**src/rtl/alu_pkg.sv**
```systemverilog
// Shared definitions for the serial subtractor: default width, FSM state
// encoding and the signed saturation limits used by the optional
// saturating build (ALU_SERIAL_SUB_SAT_EN).
package alu_pkg;

  localparam int WIDTH_DEFAULT = 16;

  typedef enum logic [1:0] {
    IDLE = 2'd0,
    BUSY = 2'd1,
    DONE = 2'd2
  } alu_state_e;

  localparam logic [WIDTH_DEFAULT-1:0] SAT_MAX = 16'h7FFF;
  localparam logic [WIDTH_DEFAULT-1:0] SAT_MIN = 16'h8000;

endpackage

```
**src/rtl/alu_serial_sub_full_adder_bit.sv**
```systemverilog
// One-bit full adder: the bit slice the serial subtractor reuses every
// BUSY cycle.
module full_adder_bit (
  input  logic a,
  input  logic b,
  input  logic cin,
  output logic s,
  output logic cout
);

  // Sum and carry of a single bit position
  always_comb begin
    s    = a ^ b ^ cin;
    cout = (a & b) | (a & cin) | (b & cin);
  end

endmodule

```
**src/rtl/alu_serial_sub.sv**
```systemverilog
// Bit-serial signed subtractor Z = X - Y, one result bit per clock, LSB
// first, computed as X + ~Y + 1 through a single full-adder slice.
// Handshake: operands accepted only in IDLE; result and flags held in DONE
// until out_ready.
// Optional macro ALU_SERIAL_SUB_SAT_EN: on signed overflow Z saturates to the
// most-positive / most-negative value, and Sign/Zero/Parity follow the
// saturated Z.
module alu_serial_sub
  import alu_pkg::*;
#(
  parameter int WIDTH = WIDTH_DEFAULT
) (
  input  logic             clk,
  input  logic             rst,
  input  logic             in_valid,
  output logic             in_ready,
  input  logic [WIDTH-1:0] X,
  input  logic [WIDTH-1:0] Y,
  output logic             out_valid,
  input  logic             out_ready,
  output logic [WIDTH-1:0] Z,
  output logic             Sign,
  output logic             Zero,
  output logic             Borrow,
  output logic             Parity,
  output logic             Overflow
);

  localparam int CNT_W = (WIDTH > 1) ? $clog2(WIDTH) : 1;
  localparam logic [CNT_W-1:0] CNT_LAST = CNT_W'(WIDTH - 1);

`ifdef ALU_SERIAL_SUB_SAT_EN
  localparam logic [WIDTH-1:0] SAT_MAX_W =
    (WIDTH == WIDTH_DEFAULT) ? WIDTH'(SAT_MAX) : {1'b0, {(WIDTH-1){1'b1}}};
  localparam logic [WIDTH-1:0] SAT_MIN_W =
    (WIDTH == WIDTH_DEFAULT) ? WIDTH'(SAT_MIN) : {1'b1, {(WIDTH-1){1'b0}}};
`endif

  // 1 when the vector holds an even number of ones
  function automatic logic parity_even(input logic [WIDTH-1:0] v);
    return ~(^v);
  endfunction

  alu_state_e       state_r;
  alu_state_e       state_nx_s;
  logic [CNT_W-1:0] cnt_r;
  logic [WIDTH-1:0] x_r;
  logic [WIDTH-1:0] y_r;
  logic [WIDTH-1:0] raw_r;
  logic             carry_r;

  logic             sum_s;
  logic             cout_s;
  logic             last_s;
  logic [WIDTH-1:0] raw_full_s;
  logic             ovf_s;
  logic             borrow_s;
  logic [WIDTH-1:0] z_fin_s;

  // The single bit slice: X[i] + ~Y[i] + carry
  full_adder_bit u_fa (
    .a    (x_r[cnt_r]),
    .b    (~y_r[cnt_r]),
    .cin  (carry_r),
    .s    (sum_s),
    .cout (cout_s)
  );

  assign in_ready = (state_r == IDLE);

  // Next-state logic of the IDLE/BUSY/DONE sequencer
  always_comb begin
    state_nx_s = state_r;
    case (state_r)
      IDLE: begin
        if (in_valid) begin
          state_nx_s = BUSY;
        end else begin
          state_nx_s = IDLE;
        end
      end
      BUSY: begin
        if (cnt_r == CNT_LAST) begin
          state_nx_s = DONE;
        end else begin
          state_nx_s = BUSY;
        end
      end
      DONE: begin
        if (out_ready) begin
          state_nx_s = IDLE;
        end else begin
          state_nx_s = DONE;
        end
      end
      default: state_nx_s = IDLE;
    endcase
  end

  // State register; reset wins over any handshake in the same cycle
  always_ff @(posedge clk) begin
    if (rst) begin
      state_r <= IDLE;
    end else begin
      state_r <= state_nx_s;
    end
  end

  // Result assembly: the bit finished this cycle merged into the partial
  // result, plus the signed-overflow and borrow judgement on the final word
  always_comb begin
    last_s             = (cnt_r == CNT_LAST);
    raw_full_s         = raw_r;
    raw_full_s[cnt_r]  = sum_s;
    ovf_s    = (x_r[WIDTH-1] != y_r[WIDTH-1]) && (raw_full_s[WIDTH-1] != x_r[WIDTH-1]);
    borrow_s = ~cout_s;
`ifdef ALU_SERIAL_SUB_SAT_EN
    if (ovf_s) begin
      z_fin_s = x_r[WIDTH-1] ? SAT_MIN_W : SAT_MAX_W;
    end else begin
      z_fin_s = raw_full_s;
    end
`else
    z_fin_s = raw_full_s;
`endif
  end

  // Datapath: operand capture, per-bit accumulation and registered outputs
  always_ff @(posedge clk) begin
    if (rst) begin
      x_r       <= {WIDTH{1'b0}};
      y_r       <= {WIDTH{1'b0}};
      raw_r     <= {WIDTH{1'b0}};
      carry_r   <= 1'b0;
      cnt_r     <= {CNT_W{1'b0}};
      Z         <= {WIDTH{1'b0}};
      Sign      <= 1'b0;
      Zero      <= 1'b0;
      Borrow    <= 1'b0;
      Parity    <= 1'b0;
      Overflow  <= 1'b0;
      out_valid <= 1'b0;
    end else begin
      case (state_r)
        IDLE: begin
          if (in_valid) begin
            x_r     <= X;
            y_r     <= Y;
            cnt_r   <= {CNT_W{1'b0}};
            carry_r <= 1'b1;
          end
        end
        BUSY: begin
          raw_r   <= raw_full_s;
          carry_r <= cout_s;
          if (last_s) begin
            cnt_r     <= {CNT_W{1'b0}};
            Z         <= z_fin_s;
            Sign      <= z_fin_s[WIDTH-1];
            Zero      <= ~(|z_fin_s);
            Parity    <= parity_even(z_fin_s);
            Borrow    <= borrow_s;
            Overflow  <= ovf_s;
            out_valid <= 1'b1;
          end else begin
            cnt_r <= cnt_r + {{(CNT_W-1){1'b0}}, 1'b1};
          end
        end
        DONE: begin
          if (out_ready) begin
            out_valid <= 1'b0;
          end
        end
        default: begin
          out_valid <= 1'b0;
        end
      endcase
    end
  end

endmodule

```
**config.mk**
```make
export PLATFORM = sky130hd
export DESIGN_NAME = alu_serial_sub
export DESIGN_NICKNAME = d
export VERILOG_FILES = /design/src/rtl/alu_pkg.sv /design/src/rtl/alu_serial_sub_full_adder_bit.sv /design/src/rtl/alu_serial_sub.sv
export SDC_FILE = /design/constraint.sdc
export NUM_CORES = 1
export LEC_CHECK = 0
export BUFFER_PORTS_ARGS = -buffer_cell sky130_fd_sc_hd__buf_4
export CAP_MARGIN = 20
export CORE_AREA = 2 2 67 95
export DETAILED_ROUTE_END_ITERATION = 7
export DIE_AREA = 0 0 69 97
export HOLD_SLACK_MARGIN = 0.08
export PLACE_DENSITY = 0.79
export SYNTH_ARGS = -nofsm -noshare
export SYNTH_HDL_FRONTEND = slang
export SYNTH_SLANG_ARGS = --single-unit
```
**constraint.sdc**
```tcl
create_clock -name clk -period 10.71 [get_ports clk]
set_input_delay 1.071 -clock clk [delete_from_list [all_inputs] [get_ports clk]]
set_output_delay 1.071 -clock clk [all_outputs]
set_load 0.01 [all_outputs]
```
==> run metrics, run 1 <==
Site Rows 33; Slew Limit Headroom 0.337; syn nets 481; most common cell after layout, fill and taps aside nand2_1; Core Region 0.00578 mm^2; DP Wirelength 5230 um; DRT Pass-1 Iters 4; IO Pins 59; clock-pin slew on the worst setup and hold paths 70 ps; unique cell type count in the Yosys netlist 34; Final Skew 7.14 ps; FF+latch count, synth 75; R2R depth 11; Least-Margin Pin Slew 995 ps; pre-CTS WS 6510 ps; adder-cell share of the synthesized area 0.0459; TritonCTS clock tree done; most frequent cells in the layout nand2_1, a21oi_1, dfxtp_1; vias in the first global route 2,935; XOR/XNOR share of the synthesized area 0.0178; largest net degree at the start of global routing 76; GRT overflow 0; top_reg_cell synth dfxtp_1; Die ar. 0.00669 mm^2; Antenna Cells 0; vias after detailed routing 3,031; # Max-Cap Violations 0; WP data arrival 4530 ps; setup tns final 0 ps; Synth Area per Inst 7.94 um^2; Finish-stage setup viols 0; fmax 0.235 GHz; Synth area leader dfxtp_1; worst setup path class reg -> reg; fin. max-slew vios 0; Pwr Total 0.563 mW; yosys warns 0; min Tclk post-route 4260 ps; crit end category register; Final nets 519; global-route usage over all layers 0.236; Max Root-Sink Buffers 2; worst skew pair latency 350 ps; launching point of the worst reg2reg path cnt_r[0]; post-CTS repair timing setup buffer count 0; RSZ-0062 raised after global routing no; GPL Wtd Cong 0.898; hold worst-path end Z[11]; die width 69 um; DRT iter0 DRCs 226; Cell Count Post-Placement 530; CTS root buf clkbuf_8; Layout Cells excl Fill 546; Starting Density 0.595; DRT Wirelength 7600 um; first-pass GRT wire length 12,800 um; Die Height 97 um; post-synthesis instance area 0.00344 mm^2; post-cts resize count 0; WHS Path Cells 2; startpoint types register; Max FO, Critical Path 20; hold wc startpoint Z[11]; initial antenna violation count 0; Leakage 1.56 nW; clock sink total 75; top-area cell type share of the netlist area 0.437; Critical Path RT 10,980 ps; Power Density 140 mW/mm^2; Synth area leaders dfxtp_1, nand2_1, a21oi_1, mux4_1, ha_1; share of cells above drive strength 1 0.168; routed length per placed instance 13.9 um; largest family of logic cells by synthesized area simple AND/OR/NAND/NOR gates; # port buffers 58; Tcrit/Tclk final 0.398; EDFF count, synth 0; Post-CTS Hold Fix Bufs 0; H-tree Lvls 3; Via density 5.55; RR Endpoint Parity; Mapped Cells 433; Hold Vio Cnt, Final 0; area grow syn2layout 17.0%; multiplexer share of the synthesized area 0.0721; Synth Area in Compound Gates 0.171; register area share after synthesis 0.437; Remaining DRCs 0; TritonCTS Buffers 9; status completed; setup ws final 6450 ps; Worst R2R Setup Slack 6450 ps; post-route ant nets 0; Peak supply drop 0.0999 mV; worst min path class reg -> reg; simple-gate share of the synthesized area 0.192; ys async rst share 0
## report_power, final
group	internal (mW)	switching (mW)	leakage [nW]
clock network	0.0963	0.0976	0.0905
registers	0.288	0.00683	0.610
logic	0.0330	0.0416	0.860
total	0.417	0.146	1.56
## worst max-delay path, cell delays in order, from the launching register on
cell and delay, ps:
dfxtp_1 720, mux4_1 640, mux4_2 480, fa_1 960, o21ai_0 330, inv_1 110, ha_1 240, xor2_1 150
xnor2_1 190, xnor2_1 170, nand2_1 90, o211ai_1 80
## cell families after synthesis
family          Yosys count
mux                      10
flops                    75
buf+inv                  54
fa+ha+maj                12
xor+xnor                  7
compound gates          109
simple gates            166
## Yosys cell counts (2+ instances only)
| master | instances |
|---|---|
| nor3_1 | 2 |
| clkbuf_1 | 26 |
| mux4_2 | 4 |
| dfxtp_1 | 75 |
| nor2_1 | 12 |
| nor2b_1 | 3 |
| buf_1 | 3 |
| nand3_1 | 7 |
| buf_2 | 4 |
| nand4_1 | 2 |
| xnor2_1 | 6 |
| ha_1 | 11 |
| inv_1 | 19 |
| a21oi_1 | 83 |
| mux4_1 | 6 |
| a31oi_1 | 14 |
| o21ai_0 | 4 |
| nand2_1 | 135 |
| a211oi_1 | 2 |
## flip-flops by register name (all words and copies together), names as in the netlist, 2 cells and up
signal / flops
Z: 16
cnt_r: 4
y_r: 16
raw_r: 15
state_r: 2
x_r: 16
## per-layer routing
layer / global-route usage / routed length, um
met5: 0 / 0
met4: 0.145 / 280
met1: 0.267 / 3040
met3: 0.0479 / 360
met2: 0.401 / 3920
## area by class of cell
| class | count | area [um^2] |
|---|---|---|
| Inverter | 19 | 71.3 |
| Fill cell | 501 | 1760 |
| Timing Repair Buffer | 62 | 473 |
| Multi-Input combinational cell | 304 | 1720 |
| Clock buffer | 14 | 163 |
| Tap cell | 70 | 87.6 |
| Clock inverter | 2 | 10.0 |
| Sequential cell | 75 | 1500 |
## worst max-delay path by stage
stage             start  endpoint  slack (ps)  cells after the start
2_1_floorplan  cnt_r[0]    Parity        6880                     13
3_3_place_gp   cnt_r[0]    Parity        6630                     11
3_5_place_dp   cnt_r[0]    Parity        6510                     11
4_1_cts        cnt_r[0]    Parity        6470                     11
5_1_grt        cnt_r[0]    Parity        6220                     12
6_report       cnt_r[0]    Parity        6450                     11
## per-stage QoR
step | hold slack, ps | instance area [um^2] | utilization
final | 455 | 4020 | 0.696
after global routing | 475 | 4020 | 0.696
after CTS | 456 | 4020 | 0.696
after detailed placement | 447 | 3850 | 0.666
after global placement | 440 | 3830 | 0.663
after floorplan | 432 | 3440 | -
(Power assumes the default switching activity.)
==> run 2: changes to the inputs <==
--- a/config.mk
+++ b/config.mk
@@ -7,11 +7,11 @@
 export LEC_CHECK = 0
 export BUFFER_PORTS_ARGS = -buffer_cell sky130_fd_sc_hd__buf_4
 export CAP_MARGIN = 20
-export CORE_AREA = 2 2 67 95
+export CORE_AREA = 2 2 70 98
 export DETAILED_ROUTE_END_ITERATION = 7
-export DIE_AREA = 0 0 69 97
+export DIE_AREA = 0 0 72 100
 export HOLD_SLACK_MARGIN = 0.08
-export PLACE_DENSITY = 0.79
+export PLACE_DENSITY = 0.74
 export SYNTH_ARGS = -nofsm -noshare
 export SYNTH_HDL_FRONTEND = slang
 export SYNTH_SLANG_ARGS = --single-unit
==> constraint.sdc (replaced) <==
create_clock -name clk -period 4.18 [get_ports clk]
set_input_delay 0.418 -clock clk [delete_from_list [all_inputs] [get_ports clk]]
set_output_delay 0.418 -clock clk [all_outputs]
set_load 0.01 [all_outputs]
==> run 2 against run 1 <==
- power grew to 3.0 times the previous value
- largest cell class unchanged
- first-iteration DRC count is 6.2% lower
- worst setup slack worse by 6000 ps
- non-clock buffer count is 3 higher
- register-to-register slack got worse by 6000 ps
- routed wire length decreased by 3.2%
- cell area increased by 2.9%
- final cell count grew 1.1%
==> run metrics, run 2 (synthesis gave the netlist of run 1 again) <==
status completed; die width 72 um (+4.3%); first-pass GRT wire length 12,500 um (-2.4%); Leakage 1.62 nW (+3.7%); Slew Limit Headroom 0.361 (+0.0241); DP Wirelength 5080 um (-3.0%); # Max-Cap Violations 0 (unchanged); vias in the first global route 2,763 (-5.9%); Critical Path RT 4410 ps (-6570 ps); Finish-stage setup viols 0 (unchanged); GRT overflow 0 (unchanged); global-route usage over all layers 0.219 (-0.0169); post-CTS repair timing setup buffer count 0 (unchanged); CP cell instances buf_4 > mux4_1 > mux4_2 > fa_1 > buf_4 > a31oi_1 > inv_1 > ha_1 > xnor2_1 > xnor2_1 > xnor2_1 > o211ai_1; Max FO, Critical Path 20 (unchanged); WP data arrival 3920 ps (-610 ps); worst setup path class reg -> reg; placed inst area 0.00388 mm^2 (+0.72%); crit end category register; Site Rows 35 (+6.1%); TritonCTS clock tree done; startpoint types register; fmax 0.271 GHz (+15%); Final nets 522 (+0.58%); Power Density 405 mW/mm^2 (+190%); worst min path class in -> reg; DRT Wirelength 7360 um (-3.2%); Starting Density 0.534 (-0.0607); most frequent cells in the layout nand2_1, a21oi_1, dfxtp_1; Die ar. 0.00720 mm^2 (+7.6%); critical path's largest stage delay 570 ps (-390 ps); largest net degree at the start of global routing 76 (unchanged); routed length per placed instance 13.3 um (-4.2%); Worst Path Buf+Inv 3 (+2); DRT Pass-1 Iters 5 (+1); Top Registers Z (16), x_r (16), y_r (16); area grow syn2layout 20.5%; worst skew pair latency 350 ps (about the same); most common cell after layout, fill and taps aside nand2_1; final instance area 0.00414 mm^2 (+2.9%); CP max-delay cell mux4_1; GPL Wtd Cong 0.851 (-5.2%); Peak supply drop 0.365 mV (+270%); Via density 5.40 (-2.8%); fin. max-slew vios 0 (unchanged); Top delay family on crit path multiplexers; # port buffers 58 (unchanged); Tcrit/Tclk final 0.883 (+0.485); min Tclk post-route 3690 ps (-570 ps); post-route ant nets 0 (unchanged); Antenna Cells 0 (unchanged); H-tree Lvls 3 (unchanged); Hold Vio Cnt, Final 0 (unchanged); CTS root buf clkbuf_8; vias after detailed routing 2,979 (-1.7%); Post-CTS Hold Fix Bufs 0 (unchanged); Final Skew 8.94 ps (+1.80 ps); clock sink total 75 (unchanged); Most common cell on crit path xnor2_1; clock-pin slew on the worst setup and hold paths 70 ps (about the same); DRT iter0 DRCs 212 (-6.2%); Least-Margin Pin Slew 959 ps (-36.2 ps); RSZ-0062 raised after global routing no; IO Pins 59 (unchanged); Max Root-Sink Buffers 2 (unchanged); Worst R2R Setup Slack 490 ps (-5960 ps); share of cells above drive strength 1 0.178 (+0.00976); post-cts resize count 0 (unchanged); initial antenna violation count 0 (unchanged); setup tns final 0 ps (unchanged); Core Region 0.00644 mm^2 (+11%); Die Height 100 um (+3.1%); TritonCTS Buffers 9 (unchanged); Remaining DRCs 0 (unchanged)
## run 2: cell types whose count changed in the layout (fill, tap and decap cells not counted)
cell,delta
bufinv_16,+4
buf_4,+3
clkbuf_1,-3
clkbuf_8,-1
clkinv_2,-1
## run 2: report_power, final
group          switching, mW  leakage [nW]  internal, mW  total (mW)
registers             0.0145         0.610         0.738       0.752
clock network          0.258         0.132         0.469       0.727
logic                  0.108         0.875        0.0873       0.196
## run 2: final timing paths
path	startpoint	end	cells past startpoint
min	X[7]	x_r[7]	3
max	cnt_r[0]	Parity	12
max reg2reg	cnt_r[0]	Parity	12
min reg2reg	Z[12]	Z[12]	2
## run 2: per-stage QoR
stage | setup slack (ps) | total power [mW] | hold WS [ps] | instances | util
floorplan | 350 | 0.906 | 432 | 433 | -
finish | 491 | 1.68 | 309 | 552 | 0.643
global placement | 575 | 0.958 | 441 | 536 | 0.600
detailed placement | 488 | 0.966 | 447 | 537 | 0.602
global route | 267 | 1.74 | 320 | 552 | 0.643
CTS | 485 | 1.69 | 303 | 552 | 0.643
## run 2: worst reg2reg max path, delay by kind of cell, from the launching register on
kind | cells | cell delay [ps]
xor+xnor | 3 | 490
fa+ha+maj | 2 | 740
buf+inv | 3 | 460
mux | 2 | 1080
compound gates | 2 | 460
flops | 1 | 340
## run 2: final cells by class
type	count	area (um^2)
fillers	569	2300
multi-input cells	304	1720
flip-flops and latches	75	1500
repair buffers	65	495
clock buffers	10	138
clock inverters	5	125
well taps	74	92.6
inverters	19	71.3
## run 2: layer usage
metal | vias to the layer above | share of wire | GRT usage
met5 | - | 0 | 0
met4 | 0 | 0.020 | 0.104
met1 | 1369 | 0.42 | 0.261
met3 | 11 | 0.034 | 0.0311
li1 | 1530 | - | -
met2 | 69 | 0.52 | 0.381
